<file path="config.mk">
export PLATFORM = sky130hd
export DESIGN_NAME = bmult6x6_cmp_sched
export DESIGN_NICKNAME = d
export VERILOG_FILES = /design/src/rtl/bmult6x6_cmp_sched.sv
export SDC_FILE = /design/constraint.sdc
export NUM_CORES = 1
export LEC_CHECK = 0
export BUFFER_PORTS_ARGS = -buffer_cell sky130_fd_sc_hd__buf_2
export CELL_PAD_IN_SITES_DETAIL_PLACEMENT = 0
export CELL_PAD_IN_SITES_GLOBAL_PLACEMENT = 1
export CORE_ASPECT_RATIO = 1.1
export CORE_UTILIZATION = 40
export DETAILED_ROUTE_END_ITERATION = 8
export PLACE_DENSITY_LB_ADDON = 0.1
export RECOVER_POWER = 100
export SKIP_LAST_GASP = 1
export SLEW_MARGIN = 20
export SYNTH_ARGS = -nofsm -noshare
export SYNTH_HDL_FRONTEND = slang
export SYNTH_SLANG_ARGS = --single-unit
</file>
<file path="constraint.sdc">
create_clock -name clk -period 10 [get_ports clk]
set_input_delay 1.5 -clock clk [delete_from_list [all_inputs] [get_ports clk]]
set_output_delay 1.5 -clock clk [all_outputs]
set_load 0.005 [all_outputs]
</file>
<file path="src/rtl/bmult6x6_cmp_sched.sv">
// bmult6x6_cmp_sched: round-robin scheduler sharing one bit-heap compressor among N_REQ requesters
// Ports:
//   clk, rst                  clock and asynchronous active-high reset
//   req_valid/req_ready       per-requester request handshake; req_heap carries packed heaps
//   cmp_heap / cmp_out        registered heap to the compressor and its result back
//   rsp_valid/rsp_ready       per-requester response FIFO handshake; rsp_data is each FIFO head
//   busy                      tags in flight or results waiting
// Optional: define BMULT_SCHED_PERF_CNT_EN to add perf_issue, perf_stall and perf_cred_block counters.
module bmult6x6_cmp_sched #(
   parameter int N_REQ     = 4,
   parameter int CMP_LAT   = 1,
   parameter int RSP_DEPTH = 2,
   parameter int HEAP_W    = 28,
   parameter int OUT_W     = 13
) (
   input  logic                    clk,
   input  logic                    rst,
   input  logic [N_REQ-1:0]        req_valid,
   output logic [N_REQ-1:0]        req_ready,
   input  logic [N_REQ*HEAP_W-1:0] req_heap,
   output logic [HEAP_W-1:0]       cmp_heap,
   input  logic [OUT_W-1:0]        cmp_out,
   output logic [N_REQ-1:0]        rsp_valid,
   input  logic [N_REQ-1:0]        rsp_ready,
   output logic [N_REQ*OUT_W-1:0]  rsp_data,
   output logic                    busy
`ifdef BMULT_SCHED_PERF_CNT_EN
   ,
   output logic [31:0]             perf_issue,
   output logic [31:0]             perf_stall,
   output logic [31:0]             perf_cred_block
`endif
);
   localparam int IW = $clog2(N_REQ);
   localparam int CW = $clog2(RSP_DEPTH + 1);
   logic [IW-1:0] ptr_q, ptr_d, gnt, idx;
   logic found;
   logic [N_REQ-1:0] elig, pop, push, xfer;
   logic [CW-1:0] cred_q [N_REQ];
   logic [CW-1:0] cred_d [N_REQ];
   logic [CW-1:0] cnt_q [N_REQ];
   logic [CW-1:0] cnt_d [N_REQ];
   logic [CW-1:0] widx;
   logic [OUT_W-1:0] fifo_q [N_REQ][RSP_DEPTH];
   logic [OUT_W-1:0] fifo_d [N_REQ][RSP_DEPTH];
   logic [HEAP_W-1:0] heap_q, heap_d;
   logic [CMP_LAT-1:0] tag_v_q;
   logic [IW-1:0] tag_id_q [CMP_LAT];
   // first eligible requester at or after ptr wins; reset masks every grant
   always_comb begin
      elig = '0;
      for (int i = 0; i < N_REQ; i++) elig[i] = req_valid[i] && cred_q[i] != '0 && !rst;
      found = 1'b0;
      gnt = '0;
      idx = '0;
      for (int k = 0; k < N_REQ; k++) begin
         idx = IW'((int'(ptr_q) + k) % N_REQ);
         if (!found && elig[idx]) begin
            found = 1'b1;
            gnt = idx;
         end
      end
   end
   // FIFOs shift toward slot 0 so the head is always a register and vacated slots read as zero
   always_comb begin
      ptr_d = !found ? ptr_q : (gnt == IW'(N_REQ - 1)) ? '0 : gnt + IW'(1);
      heap_d = found ? req_heap[int'(gnt)*HEAP_W +: HEAP_W] : '0;
      widx = '0;
      for (int i = 0; i < N_REQ; i++) begin
         xfer[i] = found && gnt == IW'(i);
         pop[i] = rsp_ready[i] && cnt_q[i] != '0;
         push[i] = tag_v_q[CMP_LAT-1] && tag_id_q[CMP_LAT-1] == IW'(i);
         cred_d[i] = cred_q[i] + CW'(pop[i]) - CW'(xfer[i]);
         cnt_d[i] = cnt_q[i] + CW'(push[i]) - CW'(pop[i]);
         widx = pop[i] ? cnt_q[i] - CW'(1) : cnt_q[i];
         for (int j = 0; j < RSP_DEPTH - 1; j++) fifo_d[i][j] = pop[i] ? fifo_q[i][j+1] : fifo_q[i][j];
         fifo_d[i][RSP_DEPTH-1] = pop[i] ? '0 : fifo_q[i][RSP_DEPTH-1];
         for (int j = 0; j < RSP_DEPTH; j++) if (push[i] && widx == CW'(j)) fifo_d[i][j] = cmp_out;
      end
   end
   always_comb begin
      rsp_data = '0;
      for (int i = 0; i < N_REQ; i++) begin
         rsp_valid[i] = cnt_q[i] != '0;
         rsp_data[i*OUT_W +: OUT_W] = fifo_q[i][0];
      end
   end
   assign req_ready = xfer;
   assign cmp_heap = heap_q;
   assign busy = |tag_v_q || |rsp_valid;
   always_ff @(posedge clk or posedge rst) begin
      if (rst) begin
         ptr_q <= '0;
         heap_q <= '0;
         tag_v_q <= '0;
         for (int s = 0; s < CMP_LAT; s++) tag_id_q[s] <= '0;
         for (int i = 0; i < N_REQ; i++) begin
            cred_q[i] <= CW'(RSP_DEPTH);
            cnt_q[i] <= '0;
            for (int j = 0; j < RSP_DEPTH; j++) fifo_q[i][j] <= '0;
         end
      end else begin
         ptr_q <= ptr_d;
         heap_q <= heap_d;
         tag_v_q[0] <= found;
         tag_id_q[0] <= gnt;
         for (int s = 1; s < CMP_LAT; s++) begin
            tag_v_q[s] <= tag_v_q[s-1];
            tag_id_q[s] <= tag_id_q[s-1];
         end
         cred_q <= cred_d;
         cnt_q <= cnt_d;
         fifo_q <= fifo_d;
      end
   end
   for (genvar i = 0; i < N_REQ; i++) begin : g_chk
      a_cred: assert property (@(posedge clk) disable iff (rst)
         !(cred_q[i] > CW'(RSP_DEPTH)) && !(xfer[i] && cred_q[i] == '0));
   end
`ifdef BMULT_SCHED_PERF_CNT_EN
   logic [31:0] issue_q, stall_q, blk_q;
   logic blk;
   always_comb begin
      blk = 1'b0;
      for (int i = 0; i < N_REQ; i++) blk = blk | (req_valid[i] && cred_q[i] == '0);
   end
   always_ff @(posedge clk or posedge rst) begin
      if (rst) begin
         issue_q <= '0;
         stall_q <= '0;
         blk_q <= '0;
      end else begin
         if (found && !(&issue_q)) issue_q <= issue_q + 32'd1;
         if (|req_valid && !found && !(&stall_q)) stall_q <= stall_q + 32'd1;
         if (blk && !(&blk_q)) blk_q <= blk_q + 32'd1;
      end
   end
   assign perf_issue = issue_q;
   assign perf_stall = stall_q;
   assign perf_cred_block = blk_q;
`endif
endmodule
</file>
**Word-level counts from Yosys, hierarchy flattened**

Index checks and enable logic that the tools add are counted.
Widths: inputs -> output; s select.

- Add/sub/neg operators: 24
- Multipliers: 1
- Divide/modulo/power cells: 0
- $lt $le $gt $ge: 4
- Equality and inequality tests: 10
- Shift operators: 1
- Muxes and demuxes: 38
- Bitwise gates (word level): 0
- Reduce and logical (&&, ||, !) cells: 59

Operator list:

| cell | count |
|---|---|
| $mux 13 | 16 |
| $shiftx 112x8->28 | 1 |
| $reduce_bool 2->1 | 16 |
| $logic_and 1x1->1 | 31 |
| $mux 28 | 1 |
| $mux 2 | 9 |
| $add 2x1->2 | 8 |
| $sub 2x1->2 | 8 |
| $eq 2x1->1 const B | 6 |
| $logic_not 2->1 | 6 |
| $lt 2x3->1 const B | 4 |
| $bmux 1 s2 | 4 |
| $eq 2x2->1 const B | 4 |
| $mux 1 | 8 |
| $sub 2x1->2 const B | 4 |
| $mul 2x3->5 const B | 1 |
| $add 2x1->2 const B | 2 |
| $add 2x2->2 const B | 2 |
| $logic_not 1->1 | 4 |
| $reduce_or 4->1 | 1 |
| $logic_or 1x1->1 | 1 |

- Register bits after elaboration: 153
- Latch bits: 0
- Memory bits (writable): 0
- Memory bits (read-only): 0
- Input bits: 135
- Output and inout bits: 89
- Logic and storage cells: 157
- Memories: 0

**Longest topological paths before layout**

- Depth after elaboration: 18
- Gate-level depth with buffers: 15

**Worst setup path after synthesis**

No wires, ideal clock.

- Path type: input to output
- Start: input port rst
- End: output port req_ready[0]
- Arrival: 6.664 ns
- Data required time: 8.500 ns
- Slack: 1.836 ns
- Stages on the path: 10
- Cells stage by stage: inv_1 o211ai_1 a221o_1 a21boi_1 buf_4 buf_8 buf_12 inv_1 ha_1 nor2b_1

- Word-level cells in the longest chain between the ends: 16
- Elaborated cells between the ends (all ways): 29

Ends and longest elaborated chain:

| what | line | source |
|---|---|---|
| start: declaration | 17 | `input logic rst,` |
| $logic_not 1->1 (no line) * | -- |  |
| $logic_and 1x1->1 | 52 | `for (int i = 0; i < N_REQ; i++) elig[i] = req_valid[i] && cred_q[i] != '0 && !rst;` |
| $bmux 1 s2 | 58 | `if (!found && elig[idx]) begin` |
| $mux 1 (implied by the code) | 58 |  |
| $mux 1 | 58 |  |
| $logic_not 1->1 | 58 |  |
| $logic_and 1x1->1 | 58 |  |
| $mux 1 | 58 |  |
| $logic_not 1->1 | 58 |  |
| $logic_and 1x1->1 | 58 |  |
| $mux 1 | 58 |  |
| $logic_not 1->1 | 58 |  |
| $logic_and 1x1->1 | 58 |  |
| $mux 2 * | 58 |  |
| net gnt[0] | 36 | `logic [IW-1:0] ptr_q, ptr_d, gnt, idx;` |
| $logic_not 2->1 * | 70 | `xfer[i] = found && gnt == IW'(i);` |
| $logic_and 1x1->1 * | 70 |  |
| end: declaration | 19 | `output logic [N_REQ-1:0] req_ready,` |

Mark *: on every way through the listed nets, which the timed path passes. The rest lies on a longest branch. The select of a mux whose other input is x is not followed.

**Worst setup path in the final report**

- Start: input port rst
- End: output port req_ready[2]

- Word-level cells in the longest chain between the ends: 16
- Elaborated cells between the ends (all ways): 29

Ends and longest elaborated chain:

| what | line |
|---|---|
| $logic_not 1->1 (no line) * | -- |
| $logic_and 1x1->1 | 52 |
| $bmux 1 s2 | 58 |
| $mux 1 (implied by the code) | 58 |
| $mux 1 | 58 |
| $logic_not 1->1 | 58 |
| $logic_and 1x1->1 | 58 |
| $mux 1 | 58 |
| $logic_not 1->1 | 58 |
| $logic_and 1x1->1 | 58 |
| $mux 1 | 58 |
| $logic_not 1->1 | 58 |
| $logic_and 1x1->1 | 58 |
| $mux 2 * | 58 |
| net gnt[1] | 36 |
| $eq 2x2->1 * | 70 |
| $logic_and 1x1->1 * | 70 |

Marked as above.

==> qor.txt <==
vias in the first global route = 5758
post_cts resized = 0
grt ovf = 0
Filler Cells Inserted = 1860
Reg area = 3834 µm²
antenna violations before repair = 3
Setup TNS = 0 ps
Synth Register Bits = 153
Worst Setup SP = rst
Post-CTS Setup Bufs = 0
first-pass iteration count of the detailed router = 4
Synth cell types = 35
R2R Path Start = cred_q[5]
GPL Wtd Cong = 0.7483
unrepaired setup endpoints after global routing = no
synth warn = 0
violated checks = capacitance limit, slew limit
Mapped Area = 7780 µm²
Final WS setup = 2969 ps
fin. max-slew vios = 156
Multi-input gate area = 3148 µm²
leakage = 4.546 nW
# hold bufs at CTS = 0
Max-slew headroom = -0.5550
Initial Util = 0.4074
Max-Cap Viols = 5
Remaining DRCs = 0
Final nets = 1089
WS Path Type = input pin to primary output
area of the die = 20010 µm²
core box area = 19100 µm²
Critical Path AT = 5530 ps
final period utilization = 0.7031
status = finished with violations
ANT nets after route = 0
CTS Buf Count = 17
die height = 148.3 µm
final core utilization = 0.4817
Cells after Synth = 782
min cycle time layout = 7031 ps
via-per-instance ratio = 4.893
H-tree lvl count = 4
min-delay src = cred_q[5]
Max Freq = 142.2 MHz
Clk Latency, worst-skew pair = 410 ps
Syn Nets = 941
cell area power density = 279.5 nW/µm²
io pins = 224
Clock Tree Buf Depth = 2
total power = 2.571 mW
pin count of the biggest net entering global routing = 100
Clock transition at path regs = 60 ps
Critical Path RT = 8500 ps
Seq/Total Area, Yosys = 0.4928
Tightest Hold Check Type = flip-flop to flip-flop
Sink Count = 153
VDD IR max = 0.1198 mV
Via Count = 5837
count of final setup violators = 0
Chip Width = 135.0 µm
Slew @ Worst Pin = 2332 ps
CP Capture Type = primary output
IO Port Bufs = 223
Area Growth Syn to Fin = 18.24%
GR Util All Layers = 0.2043
Routed WL = 19.85 mm
Worst Clk Skew = 6.801 ps
kind of start point of the critical path = input pin
layout cells sized above 1 = 0.2301
Core Rows = 53
final hold vios = 0
mean area per synthesized cell = 9.949 µm²
Root Buffer Master = clkbuf_16
Post-DP HPWL = 14.18 mm
worst-path fanout max = 99
drt initial violations = 204
Setup WS pre-CTS = 3746 ps
drt wl/cell = 16.64 µm
global-route wire length before repair = 30.79 mm
TritonCTS clock tree = yes
[final timing paths]
| kind | cells past startpoint | endpoint | slack [ps] |
|---|---|---|---|
| setup / recovery | 11 | req_ready[2] | 2970 |
| hold / removal | 1 | cred_q[5] | 500 |
| setup reg to reg | 6 | cmp_heap[4] | 5620 |
| hold reg to reg | 1 | cred_q[5] | 500 |
| max in group asynchronous | 3 | fifo_q[33] | 7390 |
| min in group asynchronous | 2 | cmp_heap[24] | 1280 |
[per-layer routing]
layer / GRT usage / part of all wire / up-vias / wire length, µm
li1: - / - / 2872 / -
met4: 0.08146 / 0.018 / 0 / 360
met2: 0.3474 / 0.50 / 191 / 9867
met1: 0.2517 / 0.42 / 2756 / 8428
met3: 0.04431 / 0.060 / 18 / 1197
met5: 0 / 0 / - / 0
[power breakdown]
group,internal (mW),switching [mW]
sequential,0.845,0.129
combinational,0.385,0.501
clock,0.462,0.250
total,1.69,0.880
[cell usage after synthesis]
library cell	count	area share
a2111oi_0	1	0.0011
a21boi_0	1	0.00097
a21boi_1	1	0.00097
a21o_1	1	0.00097
a21oi_1	2	0.0013
a221o_1	1	0.0013
and2_1	2	0.0016
and3_1	1	0.00080
and3b_1	1	0.0011
buf_1	2	0.00097
buf_12	1	0.0026
buf_2	15	0.0096
buf_4	65	0.063
buf_8	1	0.0019
clkbuf_1	23	0.011
dfrtp_1	149	0.48
dfstp_2	4	0.014
ha_1	24	0.039
inv_1	33	0.016
mux2_2	1	0.0014
mux2i_1	108	0.14
nand2_1	164	0.079
nand2b_1	5	0.0040
nor2_1	9	0.0043
nor2b_1	4	0.0032
nor3_1	1	0.00064
nor3b_1	1	0.00097
o211a_1	3	0.0039
o211ai_1	6	0.0058
o21ai_0	104	0.067
o221ai_1	1	0.0011
o22ai_1	29	0.023
o31ai_1	1	0.00097
or4_1	1	0.00097
xnor2_1	16	0.018
[stage by stage]
step	std cells	hold slack, ps	area [µm²]
CTS	1190	497.0	9295
detailed placement	1158	490.4	8633
floorplan	782	462.6	7780
finish	1193	496.4	9199
global placement	1158	476.7	8633
global route	1192	503.1	9196
[placed cells by master (no fill, tap or decap), types with 2 or more instances in the layout]
cell	n
clkinvlp_4	4
nor2_1	9
dfstp_2	4
buf_1	2
o211ai_1	6
nand2_1	164
clkbuf_8	3
clkbuf_1	57
o22ai_1	28
mux2i_1	108
clkinv_2	3
ha_1	24
a21oi_1	2
and2_0	2
diode_2	3
nand2b_1	5
clkbuf_16	17
xnor2_1	16
buf_2	176
o21ai_0	104
inv_1	32
dfrtp_1	149
bufinv_16	5
o211a_1	3
nor2b_1	4
[flip-flops by register name (all words and copies together) (netlist names)]
signal and count:
cmp_heap 28, cnt_q 8, cred_q 8, fifo_q 52, ptr_q 2, rsp_data 52, tag_id_q 2, tag_v_q 1
[critical path: stages]
cell	delay (ps)
clkbuf_1	110
inv_6	610
buf_4	760
o211a_1	330
a21boi_0	170
o22ai_2	140
clkbuf_1	1050
inv_1	220
ha_1	260
nor2b_1	140
clkbuf_1	160
[logic make-up (layout without fill, tap and decap cells)]
| family | Yosys count | count (layout) | share of synthesized area |
|---|---|---|---|
| and+or+nand+nor | 189 | 189 | 0.09682 |
| DFF | 153 | 153 | 0.4928 |
| AOI/OAI and AO/OA | 151 | 151 | 0.1086 |
| buffers and inverters | 140 | 301 | 0.1049 |
| muxes | 109 | 109 | 0.1404 |
| adders and majority gates | 24 | 24 | 0.03860 |
| xor gates and xnor gates | 16 | 16 | 0.01801 |
| other | 0 | 3 | 0 |
[layout make-up]
| type | instances | area share |
|---|---|---|
| diodes | 3 | 0.0008161 |
| clock buffers | 20 | 0.05073 |
| clock inverters | 12 | 0.02122 |
| inverters | 33 | 0.01401 |
| multi-input cells | 489 | 0.3422 |
| flip-flops and latches | 153 | 0.4168 |
| well taps | 247 | 0.03360 |
| repair buffers | 236 | 0.1206 |
No activity file was read; power rests on OpenSTA's default activity.
